$ cat config.mk
export PLATFORM = sky130hd
export DESIGN_NAME = or_operand_loader_flat
export DESIGN_NICKNAME = d
export VERILOG_FILES = /design/src/rtl/or_operand_loader_if.sv /design/src/rtl/or_operand_loader.sv /design/src/flat_wrapper.sv
export SDC_FILE = /design/constraint.sdc
export NUM_CORES = 1
export LEC_CHECK = 0
export CELL_PAD_IN_SITES_DETAIL_PLACEMENT = 1
export CELL_PAD_IN_SITES_GLOBAL_PLACEMENT = 1
export CORE_MARGIN = 2
export CORE_UTILIZATION = 40
export CTS_CLUSTER_SIZE = 8
export DETAILED_ROUTE_END_ITERATION = 8
export GPL_ROUTABILITY_DRIVEN = 1
export PLACE_DENSITY_LB_ADDON = 0.25
export REMOVE_ABC_BUFFERS = 1
export SLEW_MARGIN = 20
export SYNTH_ARGS = -nofsm -noshare
export SYNTH_HDL_FRONTEND = slang
export SYNTH_SLANG_ARGS = --single-unit
$ cat constraint.sdc
create_clock -name clk -period 5.17 [get_ports clk]
set_clock_uncertainty 0.2 [all_clocks]
set_input_delay 0.517 -clock clk [delete_from_list [all_inputs] [get_ports clk]]
set_output_delay 0.517 -clock clk [all_outputs]
set_load 0.05 [all_outputs]
$ cat src/rtl/or_operand_loader_if.sv
// Operand-loader bus: a serial bit stream in, and a registered operand pair out.
// Ports: sin/sin_valid/sin_ready form the serial side; a_out/b_out/pair_valid/pair_ready
// form the pair side; overrun/clr_overrun carry the sticky error flag and its clear.
interface or_operand_loader_if #(
    parameter int WIDTH = 4
);
    logic             sin;
    logic             sin_valid;
    logic             sin_ready;
    logic [WIDTH-1:0] a_out;
    logic [WIDTH-1:0] b_out;
    logic             pair_valid;
    logic             pair_ready;
    logic             overrun;
    logic             clr_overrun;

    // The loader itself.
    modport slave (
        input  sin, sin_valid, pair_ready, clr_overrun,
        output sin_ready, a_out, b_out, pair_valid, overrun
    );

    // The stream source and pair consumer.
    modport master (
        output sin, sin_valid, pair_ready, clr_overrun,
        input  sin_ready, a_out, b_out, pair_valid, overrun
    );
endinterface

$ cat src/rtl/or_operand_loader.sv
// Deserialises a 1-bit MSB-first stream into operand A then B and holds the pair for the OR stage.
// Latency: pair_valid rises the cycle after the 2*WIDTH-th accepted bit; minimum pair period 2*WIDTH+1.
// Backpressure: sin_ready drops while a pair is held; bits offered then are dropped and flag overrun.
// Ports: clk, rst (sync, active high); bus = or_operand_loader_if.slave carrying
// sin/sin_valid/sin_ready, a_out/b_out/pair_valid/pair_ready, overrun/clr_overrun.
module or_operand_loader #(
    parameter int WIDTH = 4
) (
    input  logic                 clk,
    input  logic                 rst,
    or_operand_loader_if.slave   bus
);
    // Wide enough to hold WIDTH-1, and never zero bits wide.
    localparam int CW = (WIDTH < 2) ? 1 : $clog2(WIDTH);
    localparam logic [CW-1:0] CNT_LAST = CW'(WIDTH - 1);
    localparam logic [CW-1:0] CNT_ONE  = (WIDTH == 1) ? CW'(0) : CW'(1);

    typedef enum logic [1:0] {
        IDLE,
        LOAD_A,
        LOAD_B,
        HOLD
    } state_t;

    state_t           state_q;
    state_t           state_d;
    logic [CW-1:0]    bit_cnt;
    logic [WIDTH-1:0] sr_a;
    logic [WIDTH-1:0] sr_b;
    logic [WIDTH-1:0] a_q;
    logic [WIDTH-1:0] b_q;
    logic             pair_valid_q;
    logic             overrun_q;
    logic             sin_ready;
    logic             xfer;
    logic             last_bit;

    // Shift one bit in at the LSB; written via a wider temporary so WIDTH==1 needs no special case.
    function automatic logic [WIDTH-1:0] shift_in(input logic [WIDTH-1:0] sr, input logic b);
        logic [WIDTH:0] tmp;
        tmp = {sr, b};
        return tmp[WIDTH-1:0];
    endfunction

    assign xfer     = bus.sin_valid && sin_ready;
    assign last_bit = (bit_cnt == CNT_LAST);

    // Next state and sin_ready; sin_ready depends on state only.
    always_comb begin
        state_d   = state_q;
        sin_ready = 1'b0;
        case (state_q)
            IDLE: begin
                sin_ready = 1'b1;
                if (xfer) state_d = (WIDTH == 1) ? LOAD_B : LOAD_A;
            end
            LOAD_A: begin
                sin_ready = 1'b1;
                if (xfer && last_bit) state_d = LOAD_B;
            end
            LOAD_B: begin
                sin_ready = 1'b1;
                if (xfer && last_bit) state_d = HOLD;
            end
            HOLD: begin
                if (bus.pair_ready) state_d = IDLE;
            end
            default: state_d = IDLE;
        endcase
    end

    always_ff @(posedge clk) begin
        if (rst) begin
            state_q <= IDLE;
        end else begin
            state_q <= state_d;
        end
    end

    // Datapath: bit counter, shift registers and the held output pair.
    always_ff @(posedge clk) begin
        if (rst) begin
            bit_cnt      <= '0;
            sr_a         <= '0;
            sr_b         <= '0;
            a_q          <= '0;
            b_q          <= '0;
            pair_valid_q <= 1'b0;
        end else begin
            case (state_q)
                IDLE: begin
                    if (xfer) begin
                        sr_a    <= shift_in(sr_a, bus.sin);
                        bit_cnt <= CNT_ONE;
                    end
                end
                LOAD_A: begin
                    if (xfer) begin
                        sr_a    <= shift_in(sr_a, bus.sin);
                        bit_cnt <= last_bit ? '0 : bit_cnt + 1'b1;
                    end
                end
                LOAD_B: begin
                    if (xfer) begin
                        sr_b    <= shift_in(sr_b, bus.sin);
                        bit_cnt <= last_bit ? '0 : bit_cnt + 1'b1;
                        if (last_bit) begin
                            // Take the final B bit straight from sin so the pair appears one cycle earlier.
                            a_q          <= sr_a;
                            b_q          <= shift_in(sr_b, bus.sin);
                            pair_valid_q <= 1'b1;
                        end
                    end
                end
                HOLD: begin
                    // Operands are kept after acceptance; only the valid flag drops.
                    if (bus.pair_ready) pair_valid_q <= 1'b0;
                end
                default: ;
            endcase
        end
    end

    // Sticky overrun: a new drop wins over a same-cycle clear.
    always_ff @(posedge clk) begin
        if (rst) begin
            overrun_q <= 1'b0;
        end else if (bus.sin_valid && !sin_ready) begin
            overrun_q <= 1'b1;
        end else if (bus.clr_overrun) begin
            overrun_q <= 1'b0;
        end
    end

    assign bus.sin_ready  = sin_ready;
    assign bus.a_out      = a_q;
    assign bus.b_out      = b_q;
    assign bus.pair_valid = pair_valid_q;
    assign bus.overrun    = overrun_q;
endmodule

$ cat src/flat_wrapper.sv
// flat-port wrapper written by rule: the top's interface ports become plain ports
module or_operand_loader_flat 
#(
    parameter int WIDTH = 4
)
  (clk, rst, bus_sin, bus_sin_valid, bus_pair_ready, bus_clr_overrun, bus_sin_ready, bus_a_out, bus_b_out, bus_pair_valid, bus_overrun);
  or_operand_loader_if #(.WIDTH(WIDTH)) bus_i ();
  input  logic clk;
  input  logic rst;
  input wire logic [$bits(bus_i.sin)-1:0] bus_sin;
  input wire logic [$bits(bus_i.sin_valid)-1:0] bus_sin_valid;
  input wire logic [$bits(bus_i.pair_ready)-1:0] bus_pair_ready;
  input wire logic [$bits(bus_i.clr_overrun)-1:0] bus_clr_overrun;
  output wire logic [$bits(bus_i.sin_ready)-1:0] bus_sin_ready;
  output wire logic [$bits(bus_i.a_out)-1:0] bus_a_out;
  output wire logic [$bits(bus_i.b_out)-1:0] bus_b_out;
  output wire logic [$bits(bus_i.pair_valid)-1:0] bus_pair_valid;
  output wire logic [$bits(bus_i.overrun)-1:0] bus_overrun;
  assign bus_i.sin = bus_sin;
  assign bus_i.sin_valid = bus_sin_valid;
  assign bus_i.pair_ready = bus_pair_ready;
  assign bus_i.clr_overrun = bus_clr_overrun;
  assign bus_sin_ready = bus_i.sin_ready;
  assign bus_a_out = bus_i.a_out;
  assign bus_b_out = bus_i.b_out;
  assign bus_pair_valid = bus_i.pair_valid;
  assign bus_overrun = bus_i.overrun;
  or_operand_loader #(.WIDTH(WIDTH)) u_core (.clk(clk), .rst(rst), .bus(bus_i));
endmodule
# Word level (Yosys, flattened, before mapping)
# Cells that the tools add are included.
# totals
latch_bits,0
wordCells,52
ram_bits,0
romBits,0
ff_bits,21
memories,0
inputBits,6
# classes
div,0
bitwise_logic,0
n_shift,0
order_cmp,0
n_eq_ne,11
muxes,15
n_addsub,1
mul,0
reduce_logical,17
# ops
cell,count
$mux W2,6
$ne A2 B1 Y1 const B,6
$pmux W2 S4,1
$reduce_and A4 Y1,2
$eq A2 B2 Y1 const B,3
$mux W1,6
$reduce_and A3 Y1,2
$reduce_bool A2 Y1,3
$pmux W2 S2,1
$reduce_and A2 Y1,2
$reduce_or A2 Y1,2
$logic_and A1 B1 Y1,3
$reduce_or A3 Y1,1
$add A2 B1 Y2 const B,1
$eq A2 B1 Y1 const B,1
$logic_not A2 Y1,1
$ne A2 B2 Y1 const B,1
$pmux W1 S2,1
$logic_not A1 Y1,1

# Longest topological paths before layout
# Gate-level depths: netlist of run 1.
# logic_depth
word_depth,7
mapped_depth,7
mapped_depth_nobuf,5

# Least setup slack after synthesis of run 1
# OpenSTA, ideal clock, no wires.
# synth_timing
path_kind,reg-to-reg
start,reg u_core.state_q[0]
end,reg u_core.state_q[0]
path_buffers,1
arrival_ns,1.593
stages_incl_launch_ff,7
setup_slack_ns,3.305
path_cell_list,dfxtp_1 > inv_1 > ha_1 > buf_6 > or2_0 > a222oi_1 > mux2i_1
# synth_between
elab_chain_cells,7
elab_cells_between_ends,14
# synth_rtl
element,line_no,rtl
start: declaration,or_operand_loader.sv:25,state_t state_q;
start signal: assignment,or_operand_loader.sv:76,state_q <= state_d;
"$eq A2 B1 Y1, or another cell as far along",or_operand_loader.sv:52,case (state_q)
$reduce_or A3 Y1 (no line),--,
$mux W1,or_operand_loader.sv:52,
$logic_and A1 B1 Y1,or_operand_loader.sv:45,assign xfer = bus.sin_valid && sin_ready;
$logic_and A1 B1 Y1,"or_operand_loader.sv:59, or_operand_loader.sv:63",
$ne A2 B1 Y1 (no line),--,
$reduce_and A4 Y1 (no line),--,
# Parallel ways exist; a longest one is shown, timed or not.
# A chain may end at the register's enable or synchronous reset.

# Worst setup path in the final report of run 1
# layout_timing
start,reg u_core.state_q[0]
end,out bus_sin_ready
# layout_between
elab_chain_cells,3
elab_cells_between_ends,5
# layout_rtl
element,line_no,rtl
"$eq A2 B1 Y1, or another cell as far along",or_operand_loader.sv:52,
$reduce_or A3 Y1 (no line) *,--,
$mux W1 *,or_operand_loader.sv:52,
end: declaration,flat_wrapper.sv:14,output wire logic [$bits(bus_i.sin_ready)-1:0] bus_sin_ready;
# Mark *: on every way between the ends. The rest lies on a longest branch, timed or not.

==> flow_summary.yaml, run 1 <==
status:
  outcome: "complete, no violations"
yosys:
  synth.largest_area_cell: "dfxtp_1"
  synth_warnings: 0
  async_reset_ff_frac: 0
  avgSynthCellArea_um2: 8.29
  synth_area_um2: 945
  synth_most_common_cell: "nand2_1"
  ys_seq_area_frac: 0.445
  synthTopCellsByCount: "nand2_1 (23), dfxtp_1 (21), a21oi_1 (17)"
  synth_edf_count: 0
  ys_ff_latch: 21
  synth_flop_cell: "dfxtp_1"
  ys_top_cells_by_area: "dfxtp_1 (45%), nand2_1 (9.1%), a21oi_1 (9.0%), ha_1 (6.6%), nand3_1 (4.2%)"
  netlist_instances: 114
  ys_types: 29
  synth_top_area_frac: 0.445
global_routing:
  grt_usage: 0.183
  grt_pass1_wl_mm: 3.75
  grt_max_degree: 24
  grt_overflow_total: 0
  antenna_found_initial: 0
  grt_pass1_vias: 854
route:
  drc: 0
  first_pass_iters: 4
  wl_per_cell_um: 13.3
  detail-route-antenna-nets: 0
  vias: 835
  vias_per_cell: 5.35
  drt_wl_total_mm: 2.08
  drt_iter0_drc: 12
timing:
  max_slew_margin: 0.498
  drv_slew: 0
  hold_violations: 0
  setup_viol: 0
  fin_setup_tns_ns: 0
  min_period_ns: 2.61
  fin_crit_sh: 0.506
  max_freq_mhz: 382
  worstMarginPinSlew_ns: 0.751
  rsz0062_at_grt: "no"
power:
  cellLeakagePower_nw: 0.397
  power_mw: 0.399
  ir_drop_mv: 0.211
  power_density_nw_per_um2: 352
placement:
  numPortBuffers: 16
  place_congestion: 0.742
  dp_hpwl_mm: 1.61
  place_inst: 152
layout:
  layout-drive-gt1-share: 0.0391
  antennaDiodeCount: 0
  layout.nets: 140
  final_cells: 156
  syn2layout_area_growth_pct: 20.3
setup_path:
  setup.worst_path.end_class: "output port"
  critPathArrivalTime_ns: 1.90
  worstPathMaxFanout: 11
  startpoint_type: "flip-flop"
  criticalPathCategory: "reg -> out"
  required_ns: 4.45
die:
  rows: 17
  die-area_um2: 2770
  die_y_um: 52.6
  initial_utilization: 0.427
  core_area_um2: 2210
  die_w_um: 52.6
  io-pin-count: 17
min_path:
  hold_path.class: "reg -> reg"
cts:
  cts.sinks: 21
  htree_levels: 1
  cts_tree: "built"
  clock_latency_ns: 0.30
  cts_buffers: 3
  hold_buffers: 0
  cts.path.max_buffers: 2
  path_clk_slew_ns: 0.12
  post_cts_buffers: 0
  cts_resized: 0
  cts-root-buf: "clkbuf_4"
flow_run:
  cap_violations: 0
==> area by class of cell <==
class | instances | area (um2)
Multi-Input combinational cell | 82 | 475
Timing Repair Buffer | 16 | 160
Clock buffer | 4 | 26.3
Sequential cell | 21 | 420
Fill cell | 285 | 1080
Tap cell | 28 | 35.0
Inverter | 5 | 18.8
==> metal layers <==
metal	routed length (um)	track usage
met1	882	0.214
met2	1100	0.333
met3	80	0.0371
met4	12	0.0513
met5	0	0
==> power breakdown <==
part           internal, mW  switching (mW)
Combinational        0.0546          0.0768
Sequential            0.176          0.0140
Clock                0.0300          0.0474
==> per-stage QoR <==
step           instance area [um2]  hold slack (ns)  worst slack [ns]  utilization
2_1_floorplan                  915            0.222              3.34            -
3_3_place_gp                  1110            0.242              2.80        0.502
3_5_place_dp                  1110            0.253              2.74        0.502
4_1_cts                       1140            0.270              2.54        0.514
5_1_grt                       1140            0.296              2.45        0.514
6_report                      1140            0.263              2.56        0.514
==> worst paths after layout <==
path	start	cells after the start	slack, ns	to
setup / recovery	u_core.state_q[0]$_SDFFE_PP0P_	3	2.56	bus_sin_ready
hold / removal	u_core.bus.b_out[3]$_SDFFE_PP0P_	2	0.26	u_core.bus.b_out[3]$_SDFFE_PP0P_
setup reg to reg	u_core.state_q[0]$_SDFFE_PP0P_	5	3.09	u_core.state_q[1]$_SDFFE_PP0P_
hold reg to reg	u_core.bus.b_out[3]$_SDFFE_PP0P_	2	0.26	u_core.bus.b_out[3]$_SDFFE_PP0P_
==> layout by cell type, fill, tap and decap left out, types with 2 or more instances in the layout <==
cell type / instances
mux2i_1: 2
inv_1: 5
clkbuf_4: 3
a21oi_1: 17
clkdlybuf4s50_1: 16
nand2b_1: 5
nor2_1: 2
o21ai_0: 4
ha_1: 5
nand2_1: 23
nand3_1: 8
dfxtp_1: 21
==> state kept, by name, indices dropped and copies added (netlist names) <==
name,flops
u_core.bus.pair_valid,1
u_core.bus.b_out,4
u_core.state_q,2
u_core.bit_cnt,2
u_core.sr_a,4
u_core.bus.overrun,1
u_core.sr_b,3
u_core.bus.a_out,4
==> critical path, stage by stage, from the launching register on <==
cell,delay [ns]
dfxtp_1,0.37
ha_1,0.33
inv_1,0.09
clkdlybuf4s50_1,0.80
==> kinds of logic (layout without fill, tap and decap cells) <==
family          Yosys count  in the layout  synth area share
compound gates           28             28             0.175
fa+ha+maj                 5              5            0.0662
buf+inv                  11             25            0.0516
flops                    21             21             0.445
mux                       2              2            0.0212
simple gates             47             47             0.241
Note: power is estimated with default switching activity, not from simulation.
==> run 2, diff against run 1 <==
- CORE_UTILIZATION: 40 -> 37
- clock period: 5.17 -> 2.5 ns (I/O delays scaled with it)
==> flow_summary.yaml, run 2 (synthesized netlist as in run 1, its figures left out) <==
route:
  detail-route-antenna-nets: 0
  drt_iter0_drc: 11
  drc: 0
  first_pass_iters: 4
  drt_wl_total_mm: 2.07
  wl_per_cell_um: 13.0
  vias: 809
  vias_per_cell: 5.06
setup_path:
  criticalPathCategory: "reg -> out"
  r2r-start: "u_core.state_q[0]$_SDFFE_PP0P_"
  setup.worst_path.end_class: "output port"
  slowest_delay_ns: 0.80
  crit_start: "u_core.state_q[0]$_SDFFE_PP0P_"
  critPathArrivalTime_ns: 1.86
  startpoint_type: "flip-flop"
  slowest_stage: "clkdlybuf4s50_1"
  required_ns: 2.05
  worstPathMaxFanout: 11
  crit_family: "buffers and inverters"
  cp.buffers_inverters: 2
  worstPathCellList: "ha_1 > inv_1 > clkdlybuf4s50_1"
layout:
  layout-drive-gt1-share: 0.0538
  final_common_cell: "nand2_1"
  syn2layout_area_growth_pct: 22.1
  layout_common_cells: "nand2_1 (23), dfxtp_1 (21), a21oi_1 (17)"
  final_cells: 160
  layout.nets: 142
  fin_util: 0.470
  antennaDiodeCount: 0
  n_fill_cell: 295
die:
  rows: 18
  initial_utilization: 0.385
  io-pin-count: 17
  core_area_um2: 2450
  die-area_um2: 2970
  die_y_um: 54.5
  die_w_um: 54.5
timing:
  hold_violations: 0
  drv_slew: 0
  fin_setup_tns_ns: 0
  worstMarginPinSlew_ns: 0.512
  min_period_ns: 2.31
  max_slew_margin: 0.659
  setup_viol: 0
  fin_crit_sh: 0.924
  rsz0062_at_grt: "no"
  whs_ns: 0.266
  max_freq_mhz: 433
cts:
  cts.sinks: 21
  cts.path.max_buffers: 2
  post_cts_buffers: 0
  cts-root-buf: "clkbuf_4"
  clock_latency_ns: 0.30
  htree_levels: 1
  cts_resized: 0
  cts_buffers: 3
  hold_buffers: 0
  path_clk_slew_ns: 0.11
  cts_tree: "built"
global_routing:
  antenna_found_initial: 0
  grt_pass1_vias: 810
  grt_max_degree: 15
  grt_pass1_wl_mm: 3.56
  grt_usage: 0.166
  grt_overflow_total: 0
min_path:
  hold_path.class: "reg -> reg"
  hp-start: "u_core.bus.b_out[0]$_SDFFE_PP0P_"
status:
  outcome: "complete, no violations"
placement:
  numPortBuffers: 16
  dp_hpwl_mm: 1.60
  place_congestion: 0.705
  place_inst: 156
flow_run:
  cap_violations: 0
power:
  cellLeakagePower_nw: 0.407
  ir_drop_mv: 0.488
  power_density_nw_per_um2: 721
==> run 2: changes by cell type in the layout (fill, tap and decap cells not counted) <==
cell,change
buf_4,+2
==> run 2: power breakdown <==
group          internal [mW]  switching [mW]  total, mW  leakage [nW]
logic                  0.115           0.164      0.279         0.222
registers              0.365          0.0271      0.392         0.170
clock network         0.0621          0.0983      0.160        0.0150
total                  0.542           0.290      0.832         0.407
==> run 2: worst register-to-register path: cells and delay by family (launching register included) <==
| kind | cells | cell delay, ns |
|---|---|---|
| AOI/OAI and AO/OA | 1 | 0.49 |
| adders and majority gates | 1 | 0.30 |
| buffers and inverters | 1 | 0.08 |
| DFF | 1 | 0.41 |
| muxes | 1 | 0.25 |
| and+or+nand+nor | 1 | 0.25 |
==> run 2: cell type report <==
class / instances / area [um2] / share of cell area
Clock buffer: 4 / 26.3 / 0.0228
Tap cell: 30 / 37.5 / 0.0325
Sequential cell: 21 / 420 / 0.364
Inverter: 5 / 18.8 / 0.0163
Timing Repair Buffer: 18 / 175 / 0.152
Multi-Input combinational cell: 82 / 475 / 0.412
==> run 2: final timing paths <==
check / cells after the start / to / slack [ns]
hold reg to reg: 2 / u_core.bus.b_out[0]$_SDFFE_PP0P_ / 0.27
setup / recovery: 3 / bus_sin_ready / 0.19
hold / removal: 2 / u_core.bus.b_out[0]$_SDFFE_PP0P_ / 0.27
setup reg to reg: 5 / u_core.state_q[0]$_SDFFE_PP0P_ / 0.45
==> run 2: stage by stage <==
| step | cell area [um2] | setup WS (ns) | power, mW |
|---|---|---|---|
| final | 1150 | 0.190 | 0.832 |
| after global routing | 1150 | 0.100 | 0.899 |
| after CTS | 1150 | 0.175 | 0.840 |
| after detailed placement | 1130 | 0.459 | 0.681 |
| after global placement | 1130 | 0.559 | 0.661 |
| after floorplan | 915 | 0.667 | 0.597 |
==> run 2: routing by layer <==
metal / vias to the layer above / global-route usage / share of wire
li1: 422 / - / -
met1: 371 / 0.199 / 0.46
met2: 12 / 0.295 / 0.50
met3: 4 / 0.0246 / 0.027
met4: 0 / 0.0625 / 0.014
met5: - / 0 / 0
